==> src/rtl/minicpu_pkg.sv <==
// Shared definitions for the mini CPU: operand source encoding, load strobe
// bit positions and the common datapath width.
package minicpu_pkg;

    localparam int WIDTH = 4;

    typedef enum logic [1:0] {
        SRC_A    = 2'b00,
        SRC_B    = 2'b01,
        SRC_IN   = 2'b10,
        SRC_ZERO = 2'b11
    } src_sel_e;

    localparam int LD_A   = 0;
    localparam int LD_B   = 1;
    localparam int LD_OUT = 2;
    localparam int LD_PC  = 3;

    localparam int LOAD_BITS = 4;
    // A, B and OUT share one register template; their strobes are bits 0..2.
    localparam int NUM_DATA_REGS = 3;

endpackage

==> src/rtl/en_reg.sv <==
// Generic WIDTH-bit register with synchronous active-high reset and load enable.
module en_reg #(
    parameter int WIDTH = 4
) (
    input  logic             clk,
    input  logic             rst,
    input  logic             en,
    input  logic [WIDTH-1:0] d,
    output logic [WIDTH-1:0] q
);

    logic [WIDTH-1:0] q_reg;
    logic [WIDTH-1:0] q_next;

    always_comb begin
        q_next = q_reg;
        if (en) begin
            q_next = d;
        end
    end

    always_ff @(posedge clk) begin
        if (rst) begin
            q_reg <= '0;
        end else begin
            q_reg <= q_next;
        end
    end

    assign q = q_reg;

endmodule

==> src/rtl/alu_regfile.sv <==
// Register and sequencing stage around the 4-bit ALU: A/B/OUT registers, PC,
// carry flag and the ALU ain operand mux. All state advances only on step edges.
module alu_regfile #(
    parameter int WIDTH = minicpu_pkg::WIDTH
) (
    input  logic             clk,
    input  logic             rst,
    input  logic             step,
    input  logic [1:0]       sel,
    input  logic [3:0]       load,
    input  logic [WIDTH-1:0] in_port,
    input  logic [WIDTH-1:0] alu_out,
    input  logic             alu_c,
    output logic [WIDTH-1:0] alu_ain,
    output logic [WIDTH-1:0] reg_a,
    output logic [WIDTH-1:0] reg_b,
    output logic [WIDTH-1:0] out_port,
    output logic [WIDTH-1:0] pc,
    output logic             c_flag
);

    import minicpu_pkg::*;

    src_sel_e         sel_e;
    logic [WIDTH-1:0] data_q [NUM_DATA_REGS];

    logic [WIDTH-1:0] pc_reg;
    logic [WIDTH-1:0] pc_next;
    logic             c_flag_reg;
    logic             c_flag_next;

    // Register slot index equals its load strobe bit (LD_A/LD_B/LD_OUT).
    generate
        for (genvar gi = 0; gi < NUM_DATA_REGS; gi++) begin : g_data_reg
            en_reg #(
                .WIDTH (WIDTH)
            ) u_reg (
                .clk (clk),
                .rst (rst),
                .en  (step & load[gi]),
                .d   (alu_out),
                .q   (data_q[gi])
            );
        end
    endgenerate

    assign reg_a    = data_q[LD_A];
    assign reg_b    = data_q[LD_B];
    assign out_port = data_q[LD_OUT];

    assign sel_e = src_sel_e'(sel);

    always_comb begin
        alu_ain = '0;
        case (sel_e)
            SRC_A:    alu_ain = reg_a;
            SRC_B:    alu_ain = reg_b;
            SRC_IN:   alu_ain = in_port;
            SRC_ZERO: alu_ain = '0;
            default:  alu_ain = '0;
        endcase
    end

    // Jump takes priority over the sequential increment; the increment wraps silently.
    always_comb begin
        pc_next     = pc_reg;
        c_flag_next = c_flag_reg;
        if (step) begin
            c_flag_next = alu_c;
            if (load[LD_PC]) begin
                pc_next = alu_out;
            end else begin
                pc_next = pc_reg + WIDTH'(1);
            end
        end
    end

    always_ff @(posedge clk) begin
        if (rst) begin
            pc_reg     <= '0;
            c_flag_reg <= 1'b0;
        end else begin
            pc_reg     <= pc_next;
            c_flag_reg <= c_flag_next;
        end
    end

    assign pc     = pc_reg;
    assign c_flag = c_flag_reg;

endmodule
==> config.mk <==
export PLATFORM = sky130hd
export DESIGN_NAME = alu_regfile
export DESIGN_NICKNAME = d
export VERILOG_FILES = /design/src/rtl/minicpu_pkg.sv /design/src/rtl/en_reg.sv /design/src/rtl/alu_regfile.sv
export SDC_FILE = /design/constraint.sdc
export NUM_CORES = 1
export LEC_CHECK = 0
export BUFFER_PORTS_ARGS = -buffer_cell sky130_fd_sc_hd__buf_2
export CORE_UTILIZATION = 43
export CTS_BUF_LIST = sky130_fd_sc_hd__clkbuf_16
export CTS_CLUSTER_SIZE = 8
export DETAILED_ROUTE_END_ITERATION = 6
export GPL_TIMING_DRIVEN = 0
export PLACE_DENSITY = 0.76
export SLEW_MARGIN = 40
export SYNTH_ARGS = -nofsm -noshare
export SYNTH_HDL_FRONTEND = slang
export SYNTH_SLANG_ARGS = --single-unit
==> constraint.sdc <==
create_clock -name clk -period 1.23 [get_ports clk]
set_clock_uncertainty 0.05 [all_clocks]
set_input_delay 0.246 -clock clk [delete_from_list [all_inputs] [get_ports clk]]
set_output_delay 0.246 -clock clk [all_outputs]
set_load 0.01 [all_outputs]
==> summary.md, run 1 <==
| Metric | Value |
|---|---|
| Final period utilization | `99.92%` |
| Syn. warnings | `0` |
| Core area | `~1700 sq um` |
| Tmin final | `1.229 ns` |
| CTS tree | `done` |
| TritonRoute pass-1 iters | `4` |
| Power per cell area | `1322 nW/um^2` |
| Layout area overhead | `41.12%` |
| Wirelength per Cell | `around 13 um` |
| FILL cells | `152` |
| GRT Total Usage | `21.03%` |
| Pwr Total | `1.459 mW` |
| Max FFs per register | `12` |
| Worst Path Required | `roughly 0.93 ns` |
| Dpl hpwl | `1.429 mm` |
| Clk buf depth | `2` |
| Antenna violations before repair | `0` |
| RSZ-0062 raised after global routing | `yes` |
| Number of global-route vias before repair | `710` |
| Die Width | `around 45 um` |
| Final instance area | `1104 sq um` |
| DRC viols | `0` |
| Fin. max-slew vios | `0` |
| Share of cells above drive strength 1 | `between 30% and 40%` |
| Post-synthesis cell type count | `19` |
| Largest net degree at the start of global routing | `11` |
| Total number of vias | `851` |
| Initial Utilization | `between 40% and 50%` |
| H-tree depth | `1` |
| Cell area after synthesis | `782.0 sq um` |
| Startpoint Class | `flip-flop` |
| Die area | `about 2000 sq um` |
| TritonCTS Buffers | `3` |
| First-pass GRT wire length | `3.091 mm` |
| Final setup viols | `0` |
| IO Port Bufs | `34` |
| Final net count | `roughly 160` |
| R2R setup slack | `about 0.030 ns` |
| Vias per cell | `approximately 5.2` |
| Die H | `44.65 um` |
| Peak VDD IR | `1.195 mV` |
| Post-CTS Hold Buffers | `0` |
| CTS Root Cell | `clkbuf_16` |
| Placed cell areas | `around 980 sq um` |
| FP Rows | `15` |
| WS Path Type | `reg2out` |
| #FFs+latches synth | `17` |
| GP Congestion | `about 0.75` |
| Ports | `39` |
| Synthesized area per cell | `7.980 sq um` |
| Max frequency | `813.7 MHz` |
| First-iteration detailed-routing DRC count | `12` |
| CP endpoint kind | `primary output` |
| Worst Path Arrival | `about 0.93 ns` |
| HP Class | `in2reg` |
| Outcome | `finished, final reports clean` |
| Static leakage | `just over 0.5 nW` |
| Antenna Cells | `0` |
| Post-synthesis sequential area ratio | `a little over two fifths` |
| Antenna-violating nets left | `0` |
| Syn_nets | `approximately 120` |
| Final hold violations | `0` |
| Post-layout util | `64.62%` |
| Final WL | `just over 2 mm` |
| Syn Inst Count | `98` |
| GRT overflow | `0` |
| Clock Sinks | `17` |
| Worst slew pin tran | `0.4403 ns` |
| Max_cap viols | `0` |
| Worst slew margin | `70.65%` |
| Clock-pin slew on the worst setup and hold paths | `0.05 ns` |
| Clk Latency, worst-skew pair | `roughly 0.24 ns` |
| Critical Path Fanout Max | `3` |
-- cells in the final DEF, fill, tap and decap left out --
cell,n
nand3_2,1
nand2b_1,1
nor2b_2,1
clkbuf_16,3
buf_2,37
a31oi_1,3
clkbuf_1,2
clkinv_2,1
nand3_1,12
or4b_1,1
and2_1,1
nand3b_1,1
clkbuf_2,1
o21ai_0,2
nand2_1,20
buf_6,1
dfxtp_1,10
ha_1,1
nor3b_2,1
dfxtp_4,1
mux2i_1,6
buf_4,2
a21oi_1,14
o21ai_1,4
dfxtp_2,6
a211oi_1,1
nor2b_1,1
nor2_1,2
nor3b_1,1
-- cells in the mapped netlist --
master | count | area, sq um
a211oi_1 | 1 | 7.510
a21oi_1 | 14 | 70.07
a31oi_1 | 3 | 18.77
and2_1 | 1 | 6.260
buf_2 | 3 | 15.01
buf_6 | 1 | 11.26
clkbuf_1 | 3 | 11.26
dfxtp_1 | 17 | 340.3
ha_1 | 1 | 12.51
mux2i_1 | 6 | 60.06
nand2_1 | 20 | 75.07
nand2b_1 | 1 | 6.260
nand3_1 | 13 | 65.06
nand3b_1 | 1 | 7.510
nor2_1 | 2 | 7.510
nor2b_1 | 2 | 12.51
nor3b_1 | 2 | 15.01
o21ai_0 | 6 | 30.03
or4b_1 | 1 | 10.01
-- per-stage QoR --
step	hold slack (ns)	instances	setup WS, ns	setup TNS [ns]
2_1_floorplan	0.3432	98	0.02110	0
3_3_place_gp	0.3926	157	-0.003578	-0.004730
3_5_place_dp	0.4002	157	-0.05547	-0.1945
4_1_cts	0.2015	161	-0.0001017	-0.0001017
5_1_grt	0.2371	163	-0.04016	-0.1364
6_report	0.1930	163	0.0009922	0
-- logic make-up (layout without fill, tap and decap cells) --
family	count (synthesis)	after routing	synth area share, %
flip-flops	17	17	43.52
adder cells (fa/ha/maj)	1	1	1.600
buffers and inverters	7	47	4.799
AND/OR/NAND/NOR	43	43	26.24
AO/OA/AOI/OAI	24	24	16.16
multiplexers	6	6	7.680
-- worst max-delay path, stage by stage, from the launching register on --
cell     delay (ns)
dfxtp_2        0.33
mux2i_1        0.16
o21ai_1        0.07
buf_2          0.13
-- where the power goes --
part           internal [mW]  leakage [nW]  switching [mW]  total (mW)
Clock                  0.435        0.0409           0.211       0.646
Combinational         0.0923         0.325           0.117       0.210
Sequential             0.582         0.142          0.0213       0.604
-- final timing paths --
kind                                               start                       end  cells past startpoint
worst min-delay path                               alu_c                    c_flag                      3
worst max register to register                     pc[0]                     pc[3]                      3
worst max-delay path            g_data_reg[0].u_reg.q[3]                alu_ain[3]                      3
worst min register to register  g_data_reg[2].u_reg.q[2]  g_data_reg[2].u_reg.q[2]                      2
-- layer usage --
layer	track usage [%]	share of wire [%]	vias to the layer above
li1	-	-	424
met3	4.898	7.3	2
met4	3.636	0.20	0
met2	35.00	50	38
met1	28.17	42	387
met5	0	0	-
-- cell type report --
class	instances	area, sq um	share of cell area [%]
repair buffers	36	185.2	16.78
clock buffers	3	75.07	6.803
clock inverters	1	5.005	0.4535
flip-flops and latches	17	351.6	31.86
plain buffers	7	38.79	3.515
multi-input cells	74	416.7	37.76
well taps	25	31.28	2.834
-- what timing repair did --
item / CTS / global route
endpoints found under the setup margin: 5 / 6
resized for setup: 10 / 6
pin swaps: 0 / 1
cloned: 0 / 0
setup buffers: 0 / 2
(Power assumes the default switching activity.)
==> run 2: changes to the inputs <==
CTS_CLUSTER_SIZE = 10   (was 8)
PLACE_DENSITY = default   (was 0.76)
PLACE_DENSITY_LB_ADDON = 0.05   (was default)
==> summary.md, run 2 (same netlist as run 1, synthesis figures left out) <==
| Metric | Value |
|---|---|
| Final WL | `1.906 mm (-6.7%)` |
| Fin. max-slew vios | `0 (unchanged)` |
| Most common cell after layout, fill and taps aside | `buf_2` |
| Most used routing layer | `met2` |
| Startpoint Class | `flip-flop` |
| CTS Root Cell | `clkbuf_16` |
| Largest net degree at the start of global routing | `11 (unchanged)` |
| Static leakage | `0.5072 nW (-0.22%)` |
| Clock-pin slew on the worst setup and hold paths | `0.05 ns (about the same)` |
| Die area | `1993 sq um (unchanged)` |
| RSZ-0062 raised after global routing | `yes` |
| Layout area overhead | `39.36%` |
| Final net count | `158 (unchanged)` |
| Clock Sinks | `17 (unchanged)` |
| Worst Path Required | `0.93 ns (about the same)` |
| GP Congestion | `0.7392 (-1.8%)` |
| GRT overflow | `0 (unchanged)` |
| Max stage delay on crit path | `0.31 ns (-0.02 ns)` |
| Hold_ws | `0.1848 ns (-0.008203 ns)` |
| Worst Path Arrival | `0.92 ns (about the same)` |
| Initial Utilization | `45.79% (unchanged)` |
| Core area | `1708 sq um (unchanged)` |
| Slowest-stage cell, CP | `dfxtp_2` |
| Worst slew pin tran | `0.4370 ns (-0.003307 ns)` |
| Placed cell areas | `983.4 sq um (unchanged)` |
| GRT Total Usage | `20.42% (-0.61 points)` |
| Share of cells above drive strength 1 | `37.68% (-2.2 points)` |
| CTS tree | `done` |
| Ports | `39 (unchanged)` |
| Hold path cells | `3 (unchanged)` |
| Antenna Cells | `0 (unchanged)` |
| Outcome | `finished, final reports clean` |
| Antenna violations before repair | `0 (unchanged)` |
| Dpl hpwl | `1.402 mm (-1.9%)` |
| Final setup viols | `0 (unchanged)` |
| Most frequent cells in the layout | `buf_2 (37), nand2_1 (20), a21oi_1 (14)` |
| Worst slew margin | `70.87% (+0.22 points)` |
| Clk buf depth | `2 (unchanged)` |
| HP Class | `in2reg` |
| H-tree depth | `1 (unchanged)` |
| Grt met1 use | `22.53% (-5.6 points)` |
| Critical-path cell list | `mux2i_1 -> o21ai_1 -> buf_2` |
| WS Path Type | `reg2out` |
| TritonRoute pass-1 iters | `4 (unchanged)` |
| First-iteration detailed-routing DRC count | `10 (-2)` |
| Inst Count DP | `157 (unchanged)` |
| Final hold violations | `0 (unchanged)` |
| Max_cap viols | `0 (unchanged)` |
| Power per cell area | `1328 nW/um^2 (+0.39%)` |
| DRC viols | `0 (unchanged)` |
| Die H | `44.65 um (unchanged)` |
| Die Width | `44.65 um (unchanged)` |
| Max frequency | `823.4 MHz (+1.2%)` |
| Clk Latency, worst-skew pair | `0.25 ns (about the same)` |
| Critical Path Fanout Max | `2 (-1)` |
| IO Port Bufs | `34 (unchanged)` |
| Final instance area | `1090 sq um (-1.2%)` |
| Peak VDD IR | `0.7188 mV (-40%)` |
| TritonCTS Buffers | `3 (unchanged)` |
| Total number of vias | `822 (-3.4%)` |
| Tmin final | `1.214 ns (-0.01458 ns)` |
| R2R cell count | `3 (unchanged)` |
| Vias per cell | `5.043 (-3.4%)` |
| Met2 usage | `37.65% (+2.6 points)` |
| Met3 usage | `3.673% (-1.2 points)` |
| FP Rows | `15 (unchanged)` |
| CP endpoint kind | `primary output` |
| Wirelength per Cell | `11.69 um (-6.7%)` |
| Max FFs per register | `12 (unchanged)` |
| Final period utilization | `98.73% (-1.2 points)` |
| Number of global-route vias before repair | `709 (-0.14%)` |
| Final Non-Filler Cells | `163 (unchanged)` |
| First-pass GRT wire length | `2.891 mm (-6.5%)` |
| Antenna-violating nets left | `0 (unchanged)` |
==> run 2: cell count changes in the layout (fill, tap and decap cells not counted), sizes merged <==
cell / previous run / this run
clkinv: 1 / 0
inv: 0 / 1
==> run 2: cell type report <==
| cell class | instances | area (sq um) |
|---|---|---|
| multi-input combinational | 74 | 406.6 |
| buffer | 7 | 38.79 |
| clock inverter | 1 | 3.754 |
| clock buffer | 3 | 75.07 |
| tap | 25 | 31.28 |
| fill | 165 | 618.1 |
| sequential | 17 | 349.1 |
| timing repair buffer | 36 | 185.2 |
==> run 2: stage by stage <==
step / setup TNS (ns) / total power [mW] / setup WS, ns / utilization [%]
floorplan: 0 / 0.7216 / 0.02110 / -
global placement: -0.03819 / 0.8053 / -0.01894 / 57.58
detailed placement: -0.1968 / 0.8106 / -0.07162 / 57.58
CTS: -0.01374 / 1.456 / -0.007254 / 63.59
global route: -0.05790 / 1.500 / -0.04107 / 63.81
finish: 0 / 1.447 / 0.01558 / 63.81
==> run 2: worst paths after layout <==
kind | startpoint | to | slack [ns]
min reg2reg | g_data_reg[2].u_reg.q[3] | g_data_reg[2].u_reg.q[3] | 0.40
min | alu_c | c_flag | 0.18
max reg2reg | pc[1] | pc[3] | 0.07
max | g_data_reg[0].u_reg.q[2] | alu_ain[2] | 0.02
==> run 2: per-layer routing <==
metal	routed length, um	share of wire, %	vias to the layer above
met2	983	52	37
met5	0	0	-
met3	118	6.2	5
met4	34	1.8	0
met1	770	40	360
li1	-	-	420
==> run 2: critical path, delay by kind of cell (launching register included) <==
kind                   cells  cell delay, ns
flip-flops                 1            0.31
multiplexers               1            0.16
buffers and inverters      1            0.13
AO/OA/AOI/OAI              1            0.07
==> run 2: repair_timing <==
item,CTS,global route
hold buffers,0,0
buffers inserted,2,0
gates resized for setup,9,4
endpoints found under the setup margin,4,5
pin swaps,2,2
==> run 2: power by group <==
| group | leakage (nW) | internal [mW] | switching [mW] |
|---|---|---|---|
| Clock | 0.0423 | 0.431 | 0.208 |
| Sequential | 0.142 | 0.583 | 0.0197 |
| Combinational | 0.323 | 0.0916 | 0.112 |
| Total | 0.507 | 1.11 | 0.341 |
==> run 3: changes to the inputs <==
GPL_TIMING_DRIVEN = default   (was 0)
REMOVE_ABC_BUFFERS = 1   (was default)
==> summary.md, run 3 (same netlist as run 1, synthesis figures left out) <==
| Metric | Value |
|---|---|
| Final WL | `1.907 mm (about the same)` |
| Failing checks | `DRC, setup timing` |
| Antenna Cells | `0 (unchanged)` |
| Final setup viols | `1 (+1)` |
| DRC viols | `2 (+2)` |
| Worst Path Arrival | `0.94 ns (+0.02 ns)` |
| Core area | `1708 sq um (unchanged)` |
| Uppermost routed layer | `met4` |
| Hold_ws | `0.1873 ns (+0.002488 ns)` |
| Clock-pin slew on the worst setup and hold paths | `0.05 ns (about the same)` |
| Startpoint Class | `flip-flop` |
| Fin. max-slew vios | `0 (unchanged)` |
| GRT overflow | `0 (unchanged)` |
| Static leakage | `0.5114 nW (+0.83%)` |
| CTS tree | `done` |
| Total number of vias | `811 (-1.3%)` |
| Max_cap viols | `0 (unchanged)` |
| Power per cell area | `1330 nW/um^2 (+0.17%)` |
| Ports | `39 (unchanged)` |
| Initial Utilization | `45.79% (unchanged)` |
| CTS Root Cell | `clkbuf_16` |
| Dpl hpwl | `1.400 mm (-0.16%)` |
| CP endpoint kind | `primary output` |
| Wire length on met3 | `84 um (-29%)` |
| Clock Sinks | `17 (unchanged)` |
| Max frequency | `806.3 MHz (-2.1%)` |
| Metal1 wirelength | `871 um (+13%)` |
| Wirelength per Cell | `11.70 um (about the same)` |
| Antenna-violating nets left | `0 (unchanged)` |
| Die Width | `44.65 um (unchanged)` |
| Final Non-Filler Cells | `163 (unchanged)` |
| Inst Count DP | `159 (+1.3%)` |
| Post-CTS Hold Buffers | `0 (unchanged)` |
| GRT Total Usage | `19.83% (-0.59 points)` |
| Worst Path Required | `0.93 ns (about the same)` |
| Most common cell after layout, fill and taps aside | `buf_2` |
| Outcome | `complete, but fails checks` |
| Post-CTS Setup Inserts | `0 (-2)` |
| Worst slew margin | `79.80% (+8.9 points)` |
| RSZ-0062 raised after global routing | `yes` |
| Setup_tns | `-0.01022 ns (-0.01022 ns)` |
| GP Congestion | `0.6844 (-7.4%)` |
| Die H | `44.65 um (unchanged)` |
| Final worst setup slack | `-0.01022 ns (-0.02580 ns)` |
| Clk buf depth | `2 (unchanged)` |
| Final period utilization | `100.8% (+2.1 points)` |
| FP Rows | `15 (unchanged)` |
| Final net count | `158 (unchanged)` |
| Layout area overhead | `40.64%` |
| Clk Latency, worst-skew pair | `0.25 ns (about the same)` |
| TritonCTS Buffers | `3 (unchanged)` |
| Die area | `1993 sq um (unchanged)` |
| Share of cells above drive strength 1 | `40.58% (+2.9 points)` |
| Max FFs per register | `12 (unchanged)` |
| WS Path Type | `reg2out` |
| TritonRoute pass-1 iters | `6 (+2)` |
| Final hold violations | `0 (unchanged)` |
| Critical Path Fanout Max | `3 (+1)` |
| First-iteration detailed-routing DRC count | `10 (unchanged)` |
| Worst slew pin tran | `0.3030 ns (-0.1340 ns)` |
| Vias per cell | `4.975 (-1.3%)` |
| Largest net degree at the start of global routing | `18 (+7)` |
| Antenna violations before repair | `0 (unchanged)` |
| IO Port Bufs | `38 (+12%)` |
| Met2 wire length | `919 um (-6.5%)` |
| Most frequent cells in the layout | `buf_2 (38), nand2_1 (20), a21oi_1 (14)` |
| Peak VDD IR | `0.8143 mV (+13%)` |
| H-tree depth | `1 (unchanged)` |
| Tmin final | `1.240 ns (+0.02580 ns)` |
| First-pass GRT wire length | `2.815 mm (-2.6%)` |
| HP Class | `in2reg` |
| Number of global-route vias before repair | `672 (-5.2%)` |
[run 3: cell count changes in the layout (fill, tap and decap cells not counted), sizes merged]
cell and delta:
buf +3, clkbuf -3, clkinv +1, inv -1
[run 3: metrics by stage]
stage	instance area, sq um	power [mW]	util [%]	setup slack [ns]
finish	1100	1.463	64.40	-0.01022
global route	1100	1.518	64.40	-0.04007
global placement	1003	0.8126	58.75	0.05301
CTS	1087	1.471	63.66	-0.02559
floorplan	744.5	0.6940	-	0.02045
detailed placement	1003	0.8186	58.75	-0.01882
[run 3: final timing paths]
check             depth (start not counted)  slack (ns)                       end                      from
setup / recovery                          3       -0.01                alu_ain[2]  g_data_reg[0].u_reg.q[2]
hold reg to reg                           2        0.40  g_data_reg[2].u_reg.q[1]  g_data_reg[2].u_reg.q[1]
setup reg to reg                          3        0.07                     pc[3]                     pc[1]
hold / removal                            3        0.19                    c_flag                     alu_c
[run 3: area by class of cell]
type                            instances  area (sq um)
Clock buffer                            3         75.07
Tap cell                               25         31.28
Sequential cell                        17         349.1
Timing Repair Buffer                   43         227.7
Clock inverter                          1         5.005
Fill cell                             163         608.1
Multi-Input combinational cell         74         411.6
[run 3: power breakdown]
part,total (mW),internal (mW),switching [mW]
clock,0.648,0.435,0.213
combinational,0.211,0.0960,0.115
sequential,0.604,0.583,0.0209
total,1.46,1.11,0.349
[run 3: metal layers]
metal	up-vias	global-route usage [%]
li1	422	-
met1	356	23.75
met2	29	34.12
met3	4	1.224
met4	0	12.73
met5	-	0
[run 3: critical path, stage by stage, from the launching register on]
cell     delay, ns
dfxtp_2       0.32
mux2i_1       0.16
o21ai_1       0.08
buf_2         0.14
[run 3: timing repair]
item | 4_1_cts | 5_1_grt
endpoints found under the setup margin | 4 | 6
gates resized for setup | 5 | 9
pin swaps | 0 | 0
hold endpoints to repair | 0 | 0
